==> config.mk <==
export PLATFORM = sky130hd
export DESIGN_NAME = uart_tx_fifo_feeder
export DESIGN_NICKNAME = d
export VERILOG_FILES = /design/src/rtl/uart_tx_fifo_feeder_pkg.sv /design/src/rtl/uart_sync_fifo.sv /design/src/rtl/uart_tx_fifo_feeder.sv
export SDC_FILE = /design/constraint.sdc
export NUM_CORES = 1
export LEC_CHECK = 0
export ABC_AREA = 1
export BUFFER_PORTS_ARGS = -buffer_cell sky130_fd_sc_hd__clkbuf_2
export CAP_MARGIN = 20
export CORE_UTILIZATION = 30
export CTS_CLUSTER_DIAMETER = 80
export DETAILED_ROUTE_END_ITERATION = 8
export SLEW_MARGIN = 20
export SYNTH_ARGS = -nofsm -noshare
export SYNTH_HDL_FRONTEND = slang
export SYNTH_HIERARCHICAL = 1
export SYNTH_SLANG_ARGS = --single-unit
export TNS_END_PERCENT = 10
==> constraint.sdc <==
create_clock -name clk -period 10.43 [get_ports clk]
set_clock_uncertainty 0.15 [all_clocks]
set_input_delay 0 -clock clk [delete_from_list [all_inputs] [get_ports clk]]
set_output_delay 0 -clock clk [all_outputs]
set_load 0.1 [all_outputs]
==> src/rtl/uart_tx_fifo_feeder_pkg.sv <==
// Shared definitions for the UART transmit FIFO feeder: FSM state codes and default sizing.
package uart_tx_fifo_feeder_pkg;

  localparam int DEFAULT_DATA_BIT        = 8;
  localparam int DEFAULT_FIFO_ADDR_WIDTH = 4;

  localparam logic [1:0] ST_IDLE      = 2'd0;
  localparam logic [1:0] ST_LOAD      = 2'd1;
  localparam logic [1:0] ST_WAIT_DONE = 2'd2;

endpackage

==> src/rtl/uart_sync_fifo.sv <==
// Synchronous byte FIFO with extended pointers, flush and a sticky overflow flag.
module uart_sync_fifo #(
  parameter int DATA_BIT   = 8,
  parameter int ADDR_WIDTH = 4
) (
  input  logic                  clk,
  input  logic                  reset_n,
  input  logic                  wr_en,
  input  logic [DATA_BIT-1:0]   wr_data,
  input  logic                  rd_en,
  input  logic                  flush,
  input  logic                  ovf_clr,
  output logic [DATA_BIT-1:0]   rd_data,
  output logic [ADDR_WIDTH:0]   level,
  output logic                  empty,
  output logic                  full,
  output logic                  overflow
);

  localparam int                DEPTH     = 1 << ADDR_WIDTH;
  localparam logic [ADDR_WIDTH:0] LVL_FULL = {1'b1, {ADDR_WIDTH{1'b0}}};
  localparam logic [ADDR_WIDTH:0] PTR_ONE  = {{ADDR_WIDTH{1'b0}}, 1'b1};

  logic [DATA_BIT-1:0]  mem [0:DEPTH-1];
  logic [ADDR_WIDTH:0]  wr_ptr;
  logic [ADDR_WIDTH:0]  rd_ptr;
  logic                 pop;
  logic                 push;
  logic                 wr_drop;

  assign level   = wr_ptr - rd_ptr;
  assign empty   = (level == '0);
  assign full    = (level == LVL_FULL);
  assign rd_data = mem[rd_ptr[ADDR_WIDTH-1:0]];

  // A write into a full FIFO is still taken when the head leaves in the same cycle.
  assign pop     = rd_en & ~empty & ~flush;
  assign push    = wr_en & ~flush & (~full | pop);
  assign wr_drop = wr_en & ~flush & full & ~pop;

  always_ff @(posedge clk) begin
    if (push) begin
      mem[wr_ptr[ADDR_WIDTH-1:0]] <= wr_data;
    end
  end

  always_ff @(posedge clk or negedge reset_n) begin
    if (!reset_n) begin
      wr_ptr <= '0;
      rd_ptr <= '0;
    end else begin
      if (push) begin
        wr_ptr <= wr_ptr + PTR_ONE;
      end
      if (flush) begin
        rd_ptr <= wr_ptr;
      end else if (pop) begin
        rd_ptr <= rd_ptr + PTR_ONE;
      end
    end
  end

  always_ff @(posedge clk or negedge reset_n) begin
    if (!reset_n) begin
      overflow <= 1'b0;
    end else if (wr_drop) begin
      overflow <= 1'b1;
    end else if (ovf_clr) begin
      overflow <= 1'b0;
    end
  end

endmodule

==> src/rtl/uart_tx_fifo_feeder.sv <==
// Feeds queued host bytes to the UART transmitter one frame at a time.
//  state        | meaning
//  ST_IDLE      | no frame in flight, waiting for data and feed_en
//  ST_LOAD      | tx_te pulse, tx_dr holds the popped byte
//  ST_WAIT_DONE | frame in flight, waiting for tx_done
module uart_tx_fifo_feeder
  import uart_tx_fifo_feeder_pkg::*;
#(
  parameter int DATA_BIT        = DEFAULT_DATA_BIT,
  parameter int FIFO_ADDR_WIDTH = DEFAULT_FIFO_ADDR_WIDTH
) (
  input  logic                       clk,
  input  logic                       reset_n,
  input  logic                       wr_en,
  input  logic [DATA_BIT-1:0]        wr_data,
  input  logic                       feed_en,
  input  logic                       flush,
  input  logic                       ovf_clr,
  input  logic                       tx_done,
  output logic                       tx_te,
  output logic [7:0]                 tx_dr,
  output logic [FIFO_ADDR_WIDTH:0]   fifo_level,
  output logic                       fifo_empty,
  output logic                       fifo_full,
  output logic                       overflow,
  output logic                       busy
);

  logic [1:0]           state;
  logic [1:0]           next_state;
  logic                 can_start;
  logic                 frame_pop;
  logic [DATA_BIT-1:0]  fifo_head;
  logic [7:0]           head_byte;

  uart_sync_fifo #(
    .DATA_BIT   (DATA_BIT),
    .ADDR_WIDTH (FIFO_ADDR_WIDTH)
  ) u_fifo (
    .clk      (clk),
    .reset_n  (reset_n),
    .wr_en    (wr_en),
    .wr_data  (wr_data),
    .rd_en    (frame_pop),
    .flush    (flush),
    .ovf_clr  (ovf_clr),
    .rd_data  (fifo_head),
    .level    (fifo_level),
    .empty    (fifo_empty),
    .full     (fifo_full),
    .overflow (overflow)
  );

  assign head_byte = 8'(fifo_head);
  assign can_start = feed_en & ~fifo_empty & ~flush;
  assign busy      = (state != ST_IDLE);

  always_comb begin
    next_state = state;
    frame_pop  = 1'b0;
    case (state)
      ST_IDLE: begin
        if (can_start) begin
          frame_pop  = 1'b1;
          next_state = ST_LOAD;
        end
      end
      ST_LOAD: begin
        next_state = ST_WAIT_DONE;
      end
      ST_WAIT_DONE: begin
        if (tx_done) begin
          if (can_start) begin
            frame_pop  = 1'b1;
            next_state = ST_LOAD;
          end else begin
            next_state = ST_IDLE;
          end
        end
      end
      default: begin
        next_state = ST_IDLE;
      end
    endcase
  end

  // tx_te is registered off the pop so it is high exactly while the FSM sits in LOAD.
  always_ff @(posedge clk or negedge reset_n) begin
    if (!reset_n) begin
      state <= ST_IDLE;
      tx_te <= 1'b0;
      tx_dr <= 8'd0;
    end else begin
      state <= next_state;
      tx_te <= frame_pop;
      if (frame_pop) begin
        tx_dr <= head_byte;
      end
    end
  end

endmodule
---- Yosys cells after proc, flatten, opt, wreduce, memory -nomap -nowiden ----
Memories as Yosys holds them, arrays and structs flattened. A register that Yosys moved wholly into a read port is not among the register bits.
Cells that the tools add are included.
cells by class
  $add $sub $neg .......................... 3
  multiply operators ...................... 0
  divide/modulo/power cells ............... 0
  order comparisons ....................... 0
  equality and inequality tests ........... 5
  shift operators ......................... 0
  multiplexer cells ....................... 13
  bitwise operators ....................... 13
  reduce and logical (&&, ||, !) cells .... 7
operators by type and width
  cell                                                  number
  adder 5 x 1 -> 5 bit (second input constant)          2
  two-way mux 5 bit                                     2
  bitwise AND 1 bit                                     8
  two-way mux 1 bit                                     7
  one-hot mux 2 bit (3 select lines)                    1
  nonzero test 2 bit                                    3
  equality test 5 bit (second input constant)           1
  logical NOT 5 bit                                     1
  subtractor 5 bit                                      1
  two-way mux 2 bit                                     2
  inequality test 2 bit (second input constant)         2
  inverter 1 bit                                        4
  equality test 2 x 1 -> 1 bit (second input constant)  1
  equality test 2 bit (second input constant)           1
  logical NOT 2 bit                                     1
  one-hot mux 1 bit (2 select lines)                    1
  AND reduction 2 bit                                   1
  logical NOT 1 bit                                     1
  OR 1 bit                                              1
word-level totals
  register bits ........................... 14
  latch bits .............................. 0
  bits in writable memories ............... 128
  ROM bits ................................ 0
  bits of input ports ..................... 15
  output and inout bits ................... 18
  word-level logic and storage cells ...... 47
  memories kept ........................... 1
memories
  memory      words  bits a word  read ports  clocked after memory_dff  write ports  line                  source
  u_fifo.mem  16     8            1           1                         1            uart_sync_fifo.sv:24  logic [DATA_BIT-1:0] mem [0:DEPTH-1];

---- Depth between registers and ports, before layout ----
Gate-level depths: netlist of the first run.
  depth in word-level cells ............... 14
  gate-level depth with buffers ........... 18

---- Modules after synthesis ----
The synthesis of the first run kept the hierarchy.
by module, submodules not included
  module               times used  cells each  area each (µm²)
  uart_sync_fifo       1           500         5944.5
  uart_tx_fifo_feeder  1           47          490.5

---- Worst setup path before layout of the first run ----
OpenSTA, ideal clock, no wires.
  path kind ............................... register -> register
  start point ............................. register u_fifo.rd_ptr[1]
  end point ............................... memory u_fifo.mem[11][0] (enable)
  setup time .............................. 0.370 ns
  arrival time ............................ 4.223 ns
  data required time ...................... 9.910 ns
  path slack .............................. 5.687 ns
  stages on the path, launching flop included .. 16
  clock period less this slack ............ 4.743 ns
  cells stage by stage .................... dfrtp_1 > inv_1 > clkbuf_1 > fa_1 > nor2_1 > nand2_1 > nor2_2 > nand2_1 > inv_1 > nor2_8 > nand2_8 > inv_1 > inv_1 > o211ai_4 > nand2_1 > nor2_1
between the ends
  word-level cells in the longest chain between the ends .. 14
  elaborated cells between the ends (all ways) .. 16
  those cells by class .................... 1 x add/sub; 1 x eq/ne; 5 x mux; 8 x bitwise; 1 x reduce/logical
RTL lines
  what                                         line                                                  source
  start, declared                              uart_sync_fifo.sv:26                                  logic [ADDR_WIDTH:0] rd_ptr;
  start signal, assigned                       uart_sync_fifo.sv:56                                  rd_ptr <= wr_ptr;
  start signal, assigned                       uart_sync_fifo.sv:58                                  rd_ptr <= rd_ptr + PTR_ONE;
  subtractor 5 bit (*)                         uart_sync_fifo.sv:31                                  assign level = wr_ptr - rd_ptr;
  via fifo_level[1]                            uart_tx_fifo_feeder.sv:22                             output logic [FIFO_ADDR_WIDTH:0] fifo_level,
  logical NOT 5 bit (*)                        uart_sync_fifo.sv:32                                  assign empty = (level == '0);
  via fifo_empty                               uart_tx_fifo_feeder.sv:23                             output logic fifo_empty,
  inverter 1 bit (*)                           uart_tx_fifo_feeder.sv:55                             assign can_start = feed_en & ~fifo_empty & ~flush;
  bitwise AND 1 bit (*) (2 in series)          uart_tx_fifo_feeder.sv:55
  two-way mux 1 bit (*)                        uart_tx_fifo_feeder.sv:63, uart_tx_fifo_feeder.sv:73
  two-way mux 1 bit                            uart_tx_fifo_feeder.sv:72                             if (tx_done) begin
  one-hot mux 1 bit (2 select lines) (*)       uart_tx_fifo_feeder.sv:61                             case (state)
  via frame_pop                                uart_tx_fifo_feeder.sv:32                             logic frame_pop;
  bitwise AND 1 bit (*) (2 in series)          uart_sync_fifo.sv:37                                  assign pop = rd_en & ~empty & ~flush;
  OR 1 bit (*)                                 uart_sync_fifo.sv:38                                  assign push = wr_en & ~flush & (~full | pop);
  bitwise AND 1 bit (*)                        uart_sync_fifo.sv:38
  two-way mux 1 bit (*)                        uart_sync_fifo.sv:42                                  if (push) begin
  two-way mux 1 bit (implied by the code) (*)  uart_sync_fifo.sv:43                                  mem[wr_ptr[ADDR_WIDTH-1:0]] <= wr_data;
  end, declared                                uart_sync_fifo.sv:24
The timed path passes the listed nets; every way through them passes the cells marked *.

---- Worst setup path in the final report of the first run ----
  start point ............................. register u_fifo.rd_ptr[1]
  end point ............................... memory u_fifo.mem[0][5] (enable)
between the ends
  word-level cells in the longest chain between the ends .. 14
  elaborated cells between the ends (all ways) .. 16
  those cells by class .................... 1 x add/sub; 1 x eq/ne; 5 x mux; 8 x bitwise; 1 x reduce/logical
RTL lines
  what                                         line
  subtractor 5 bit (*)                         uart_sync_fifo.sv:31
  logical NOT 5 bit (*)                        uart_sync_fifo.sv:32
  inverter 1 bit (*)                           uart_tx_fifo_feeder.sv:55
  bitwise AND 1 bit (*) (2 in series)          uart_tx_fifo_feeder.sv:55
  two-way mux 1 bit (*)                        uart_tx_fifo_feeder.sv:63, uart_tx_fifo_feeder.sv:73
  two-way mux 1 bit                            uart_tx_fifo_feeder.sv:72
  one-hot mux 1 bit (2 select lines) (*)       uart_tx_fifo_feeder.sv:61
  via frame_pop                                uart_tx_fifo_feeder.sv:32
  bitwise AND 1 bit (*) (2 in series)          uart_sync_fifo.sv:37
  OR 1 bit (*)                                 uart_sync_fifo.sv:38
  bitwise AND 1 bit (*)                        uart_sync_fifo.sv:38
  two-way mux 1 bit (*)                        uart_sync_fifo.sv:42
  two-way mux 1 bit (implied by the code) (*)  uart_sync_fifo.sv:43
Marked as above.

==> run_results.csv, run 1 <==
group,metric,value,unit
outcome,status,"completed",
die,fp.dieW,148,µm
logic_synthesis,synth_mux_area_share,0,%
logic_synthesis,synthCells,547,
critical_path,crit_type,"reg -> reg",
worst_hold_path,whs_path_depth,1,
detailed_routing,first_pass_iters,5,
global_route,grt_pass1_vias,4132,
clock_tree,root_buffer,"clkbuf_16",
critical_path,crit_chain,"inv_1 -> fa_1 -> nand3_1 -> nand3_1 -> xnor2_1 -> nand2_1 -> inv_1 -> nor2_8 -> nand2_8 -> inv_1 -> inv_1 -> o211ai_4 -> nand2_4 -> nor2_1",
logic_synthesis,synth_top_family_by_area,"simple AND/OR/NAND/NOR gates",
critical_path,slowest_stage,"dfrtp_1",
sta,setup_violations,0,
logic_synthesis,synthesis.nets,572,
place,hpwl,10000,µm
sta,slew_violations,0,
clock_tree,clock-sinks,150,
layout,final_common_cell,"edfxtp_1",
global_route,grt_start_max_net_pins,70,
layout,fin_cells,876,
global_route,busiest_layer,"met2",
logic_synthesis,ys_ff_latch,150,
layout,syn2layout_area_growth,17.4,%
global_route,grt_pass1_wl,23900,µm
critical_path,arrival,5130,ps
clock_tree,cts.repair.resized,0,
place,place_inst,832,
global_route,antenna_found_initial,0,
logic_synthesis,synth_xor_area_share,0.933,%
sta,max_freq,191,MHz
logic_synthesis,synth_compound_area_share,9.68,%
clock_tree,cts_max_level,4,
worst_hold_path,min_to,"u_fifo/mem[11][0]",
critical_path,crit_required,10330,ps
worst_hold_path,hp-class,"in -> reg",
detailed_routing,wl_per_cell,17.7,µm
place,io_buffers,32,
critical_path,path_max_fanout,36,
sta,grt_setup_unrepaired,"false",
critical_path,slowest_delay,940,ps
layout,final_cell_mix,"128 x edfxtp_1, 78 x nand2_1, 75 x nor2_1",
die,fp.coreArea,21000,µm²
global_route,grt-ovfl-total,0,
detailed_routing,drc_errors,0,
layout,nFillCells,2044,
power,cellPowerDensity,324,nW/µm²
logic_synthesis,yosysWarnings,6,
detailed_routing,routed_wirelength,15500,µm
detailed_routing,vias_per_cell,4.97,
layout,num_antenna_cells,0,
critical_path,crit_top_cell,"inv_1",
sta,relSlewSlack,34.5,%
sta,period_needed,5230,ps
run,cap_viol_max_count,0,
critical_path,reg2reg_depth,14,
global_route,grt_usage,14.9,%
layout,final_nets,614,
power,vdd_drop_max,0.265,mV
clock_tree,cts_tree,"yes",
detailed_routing,ant_nets,0,
clock_tree,clk_pin_slew_worst_paths,60,ps
logic_synthesis,avgSynthCellArea,11.8,µm²
die,die_area,22000,µm²
logic_synthesis,synth_cell_types,32,
logic_synthesis,yosys.area_share.simple,15.5,%
layout,drive_gt1_share,15.6,%
clock_tree,clk_latency,420,ps
clock_tree,numCtsBuffers,17,
power,p_total,0.00245,W
global_route,grt_util_met3,3.31,%
critical_path,r2r-start,"u_fifo/rd_ptr[1]",
worst_hold_path,min_from,"wr_data[0]",
detailed_routing,drtIter0Drc,519,
logic_synthesis,syn_area,6430,µm²
global_route,use_met1,20.0,%
die,start_util,30.6,%
clock_tree,cts_buffer_depth,2,
detailed_routing,vias,4355,
place,place.gp.congestion,0.839,
logic_synthesis,synth_fa_ha_area_share,2.06,%
global_route,met2_usage,22.8,%
sta,period_share,50.2,%
sta,fin_tns_setup,0,ps
die,die_h,148,µm
critical_path,rrSetupSlack,5200,ps
die,row_count,53,
sta,worst_slew_pin_slew,981,ps
power,total_leakage_power,2.72,nW
sta,finalHoldViolations,0,
critical_path,critPathCaptureType,"register",
critical_path,startpoint_type,"register",
die,io_pins,33,
logic_synthesis,ys_seq_area_share,68.3,%
critical_path,r2r_end,"u_fifo/mem[0][5]",
==> worst max-delay path: cells and delay by family (launching register included) <==
| family | cells | cell delay (ps) |
|---|---|---|
| compound gates | 1 | 330 |
| xor+xnor | 1 | 160 |
| fa+ha+maj | 1 | 650 |
| buf+inv | 4 | 1110 |
| flops | 1 | 940 |
| simple gates | 7 | 1500 |
==> cells in the mapped netlist <==
| master | number | area, µm² |
|---|---|---|
| a21oi_1 | 2 | 10.0 |
| buf_2 | 4 | 20.0 |
| buf_4 | 1 | 7.51 |
| buf_6 | 1 | 11.3 |
| clkbuf_1 | 18 | 67.6 |
| clkinv_1 | 2 | 7.51 |
| dfrtp_1 | 22 | 551 |
| edfxtp_1 | 128 | 3840 |
| fa_1 | 1 | 20.0 |
| ha_1 | 9 | 113 |
| inv_1 | 26 | 97.6 |
| inv_2 | 4 | 15.0 |
| nand2_1 | 78 | 293 |
| nand2_2 | 5 | 31.3 |
| nand2_4 | 3 | 33.8 |
| nand2_8 | 2 | 40.0 |
| nand2b_1 | 1 | 6.26 |
| nand3_1 | 39 | 195 |
| nand4_1 | 2 | 12.5 |
| nor2_1 | 75 | 282 |
| nor2_2 | 11 | 68.8 |
| nor2_8 | 1 | 20.0 |
| nor3_1 | 2 | 10.0 |
| nor4_1 | 1 | 6.26 |
| o211ai_1 | 2 | 15.0 |
| o211ai_4 | 1 | 21.3 |
| o21ai_0 | 67 | 335 |
| o221ai_1 | 14 | 123 |
| o22ai_1 | 19 | 119 |
| xnor2_1 | 3 | 26.3 |
| xnor2_2 | 1 | 16.3 |
| xor2_1 | 2 | 17.5 |
==> per-layer routing <==
metal	wire, µm	share of wire [%]	vias up
met5	0	0	-
met4	441	2.8	0
met3	993	6.4	34
met2	7170	46	177
met1	6940	45	2106
li1	-	-	2038
==> how the worst max path moves through the flow <==
stage	slack, ps	startpoint	endpoint	cells past startpoint
2_1_floorplan	5690	u_fifo/rd_ptr[1]	u_fifo/mem[11][0]	15
3_3_place_gp	5350	u_fifo/rd_ptr[1]	u_fifo/mem[9][0]	14
3_5_place_dp	5220	u_fifo/rd_ptr[1]	u_fifo/mem[9][0]	14
4_1_cts	5240	u_fifo/rd_ptr[1]	u_fifo/mem[9][0]	14
5_1_grt	4760	u_fifo/rd_ptr[1]	u_fifo/mem[11][7]	14
6_report	5200	u_fifo/rd_ptr[1]	u_fifo/mem[0][5]	14
==> power by group <==
part	internal, W	switching, W
combinational	0.000232	0.000838
sequential	0.000713	0.0000684
clock	0.000354	0.000241
==> area by class of cell <==
type / count / area (µm²) / area share (%)
tap: 275 / 344 / 4.56
clock inverter: 13 / 150 / 1.99
multi-input combinational: 341 / 1810 / 24.0
clock buffer: 18 / 429 / 5.68
inverter: 32 / 120 / 1.59
sequential: 150 / 4400 / 58.2
timing repair buffer: 47 / 300 / 3.98
==> state kept, by name (all words and copies together) (netlist names) <==
name,cells
u_fifo/wr_ptr,5
state,2
tx_dr,8
u_fifo/rd_ptr,5
u_fifo/mem,128
tx_te,1
u_fifo/overflow,1
==> kinds of logic after synthesis <==
group / count (synthesis)
AND/OR/NAND/NOR: 220
flip-flops: 150
AO/OA/AOI/OAI: 105
buffers and inverters: 56
adder cells (fa/ha/maj): 10
XOR/XNOR: 6
==> what timing repair did <==
action | 4_1_cts | 5_1_grt
setup buffers | 0 | 0
hold endpoints to repair | 101 | 4
hold buffers | 12 | 1
==> stage by stage <==
stage                     setup WS [ps]  util, %  instance area (µm²)  hold WS (ps)
final                              5200     35.9                 7550          4.72
after global routing               4760     35.9                 7550          34.6
after CTS                          5240     35.9                 7550          5.62
after detailed placement           5220     32.6                 6850          -123
after global placement             5350     32.6                 6850          -123
after floorplan                    5690        -                 6430          -446
(Power assumes the default switching activity.)
==> inputs of run 2 (changes only) <==
==> constraint.sdc (replaced) <==
create_clock -name clk -period 4.27 [get_ports clk]
set_clock_uncertainty 0.15 [all_clocks]
set_input_delay 0 -clock clk [delete_from_list [all_inputs] [get_ports clk]]
set_output_delay 0 -clock clk [all_outputs]
set_load 0.1 [all_outputs]
==> run_results.csv, run 2 (synthesis gave the netlist of run 1 again) <==
group,metric,value,unit
global_route,grt_pass1_vias,4223,
die,die_h,148,µm
run,cap_viol_max_count,0,
sta,grt_setup_unrepaired,"false",
place,placed_area,6970,µm²
layout,utilization,36.7,%
layout,final_nets,619,
clock_tree,cts_hold_buffers,14,
critical_path,path_max_fanout,14,
power,cellPowerDensity,806,nW/µm²
detailed_routing,maxUsedRoutingLayer,"met4",
die,fp.dieW,148,µm
sta,finalHoldViolations,0,
clock_tree,cts_tree,"yes",
sta,worst_slew_pin_slew,667,ps
detailed_routing,routed_wirelength,16000,µm
global_route,grt_pass1_wl,24300,µm
sta,slew_violations,0,
outcome,status,"completed",
layout,largest_reg_flops,128,
clock_tree,numCtsBuffers,17,
die,io_pins,33,
power,vdd_drop_max,0.462,mV
detailed_routing,vias_per_cell,4.95,
die,die_area,22000,µm²
sta,period_needed,3850,ps
critical_path,arrival,3760,ps
critical_path,rrSetupSlack,420,ps
sta,period_share,90.1,%
clock_tree,cts_buffer_depth,2,
detailed_routing,ant_nets,0,
critical_path,startpoint_type,"register",
critical_path,crit_required,4190,ps
layout,syn2layout_area_growth,19.9,%
detailed_routing,drc_errors,0,
clock_tree,clk_latency,420,ps
layout,drive_gt1_share,18.0,%
sta,relSlewSlack,55.5,%
place,place.gp.congestion,0.843,
sta,setup_violations,0,
die,row_count,53,
sta,hold_slack,12.8,ps
die,fp.coreArea,21000,µm²
detailed_routing,met2_wirelength,7430,µm
critical_path,critPathCaptureType,"register",
place,io_buffers,32,
detailed_routing,drtIter0Drc,415,
sta,fin_tns_setup,0,ps
layout,fin_area,7710,µm²
clock_tree,clock-sinks,150,
place,hpwl,10600,µm
worst_hold_path,hp-class,"in -> reg",
clock_tree,cts.repair.resized,0,
global_route,grt_start_max_net_pins,69,
clock_tree,cts_setup_buffers,0,
layout,final_common_cell,"edfxtp_1",
clock_tree,root_buffer,"clkbuf_16",
global_route,grt-ovfl-total,0,
global_route,antenna_found_initial,0,
detailed_routing,wl_met1,7060,µm
critical_path,crit_type,"reg -> reg",
clock_tree,cts_max_level,4,
die,start_util,30.6,%
global_route,grt_usage,15.1,%
layout,num_antenna_cells,0,
sta,max_freq,260,MHz
clock_tree,clk_pin_slew_worst_paths,60,ps
layout,final_cell_mix,"128 x edfxtp_1, 76 x nand2_1, 70 x nor2_1",
detailed_routing,first_pass_iters,5,
detailed_routing,wl_per_cell,18.2,µm
detailed_routing,routed-wl-met3,1170,µm
power,total_leakage_power,2.75,nW
detailed_routing,vias,4359,
==> run 2: report_power, final <==
| group | internal [W] | switching [W] |
|---|---|---|
| clock | 0.000969 | 0.000567 |
| sequential | 0.00174 | 0.0000959 |
| combinational | 0.000601 | 0.00224 |
| total | 0.00331 | 0.00290 |
==> run 2: critical path, cell delays in order, from the launching register on <==
cell	delay [ps]
dfrtp_1	430
inv_2	120
ha_1	150
inv_1	60
fa_2	370
nand3_1	90
nand3_1	110
xnor2_1	180
nand2_2	140
clkinvlp_4	150
nor2_8	180
nand2_8	100
inv_4	90
inv_2	50
o211ai_4	350
nand2_4	300
nor2_2	460
==> run 2: metrics by stage <==
step / cells / power, W / worst slack (ps)
6_report: 881 / 0.00622 / 423
5_1_grt: 881 / 0.00650 / 173
4_1_cts: 881 / 0.00622 / 418
3_5_place_dp: 836 / 0.00468 / 431
3_3_place_gp: 836 / 0.00467 / 513
2_1_floorplan: 547 / 0.00402 / 14.6
==> run 2: path summary, 6_finish.rpt <==
kind,from,to,depth (start not counted)
max,u_fifo/wr_ptr[0],u_fifo/mem[9][0],16
min,wr_data[6],u_fifo/mem[13][6],1
max reg2reg,u_fifo/wr_ptr[0],u_fifo/mem[9][0],16
min reg2reg,state[0],state[1],1
max in group asynchronous,reset_n,u_fifo/rd_ptr[0],3
min in group asynchronous,reset_n,tx_dr[2],3
==> run 2: metal layers <==
metal / vias to the layer above / GRT usage [%]
li1: 2042 / -
met1: 2113 / 20.4
met2: 174 / 22.9
met3: 30 / 4.57
met4: 0 / 5.41
met5: - / 0
==> run 2: cell type report <==
cell class                      count  area (µm²)
Fill cell                        2013       13300
Inverter                           32         126
Tap cell                          275         344
Clock inverter                     14         184
Timing Repair Buffer               52         340
Clock buffer                       17         425
Multi-Input combinational cell    341        1900
Sequential cell                   150        4400
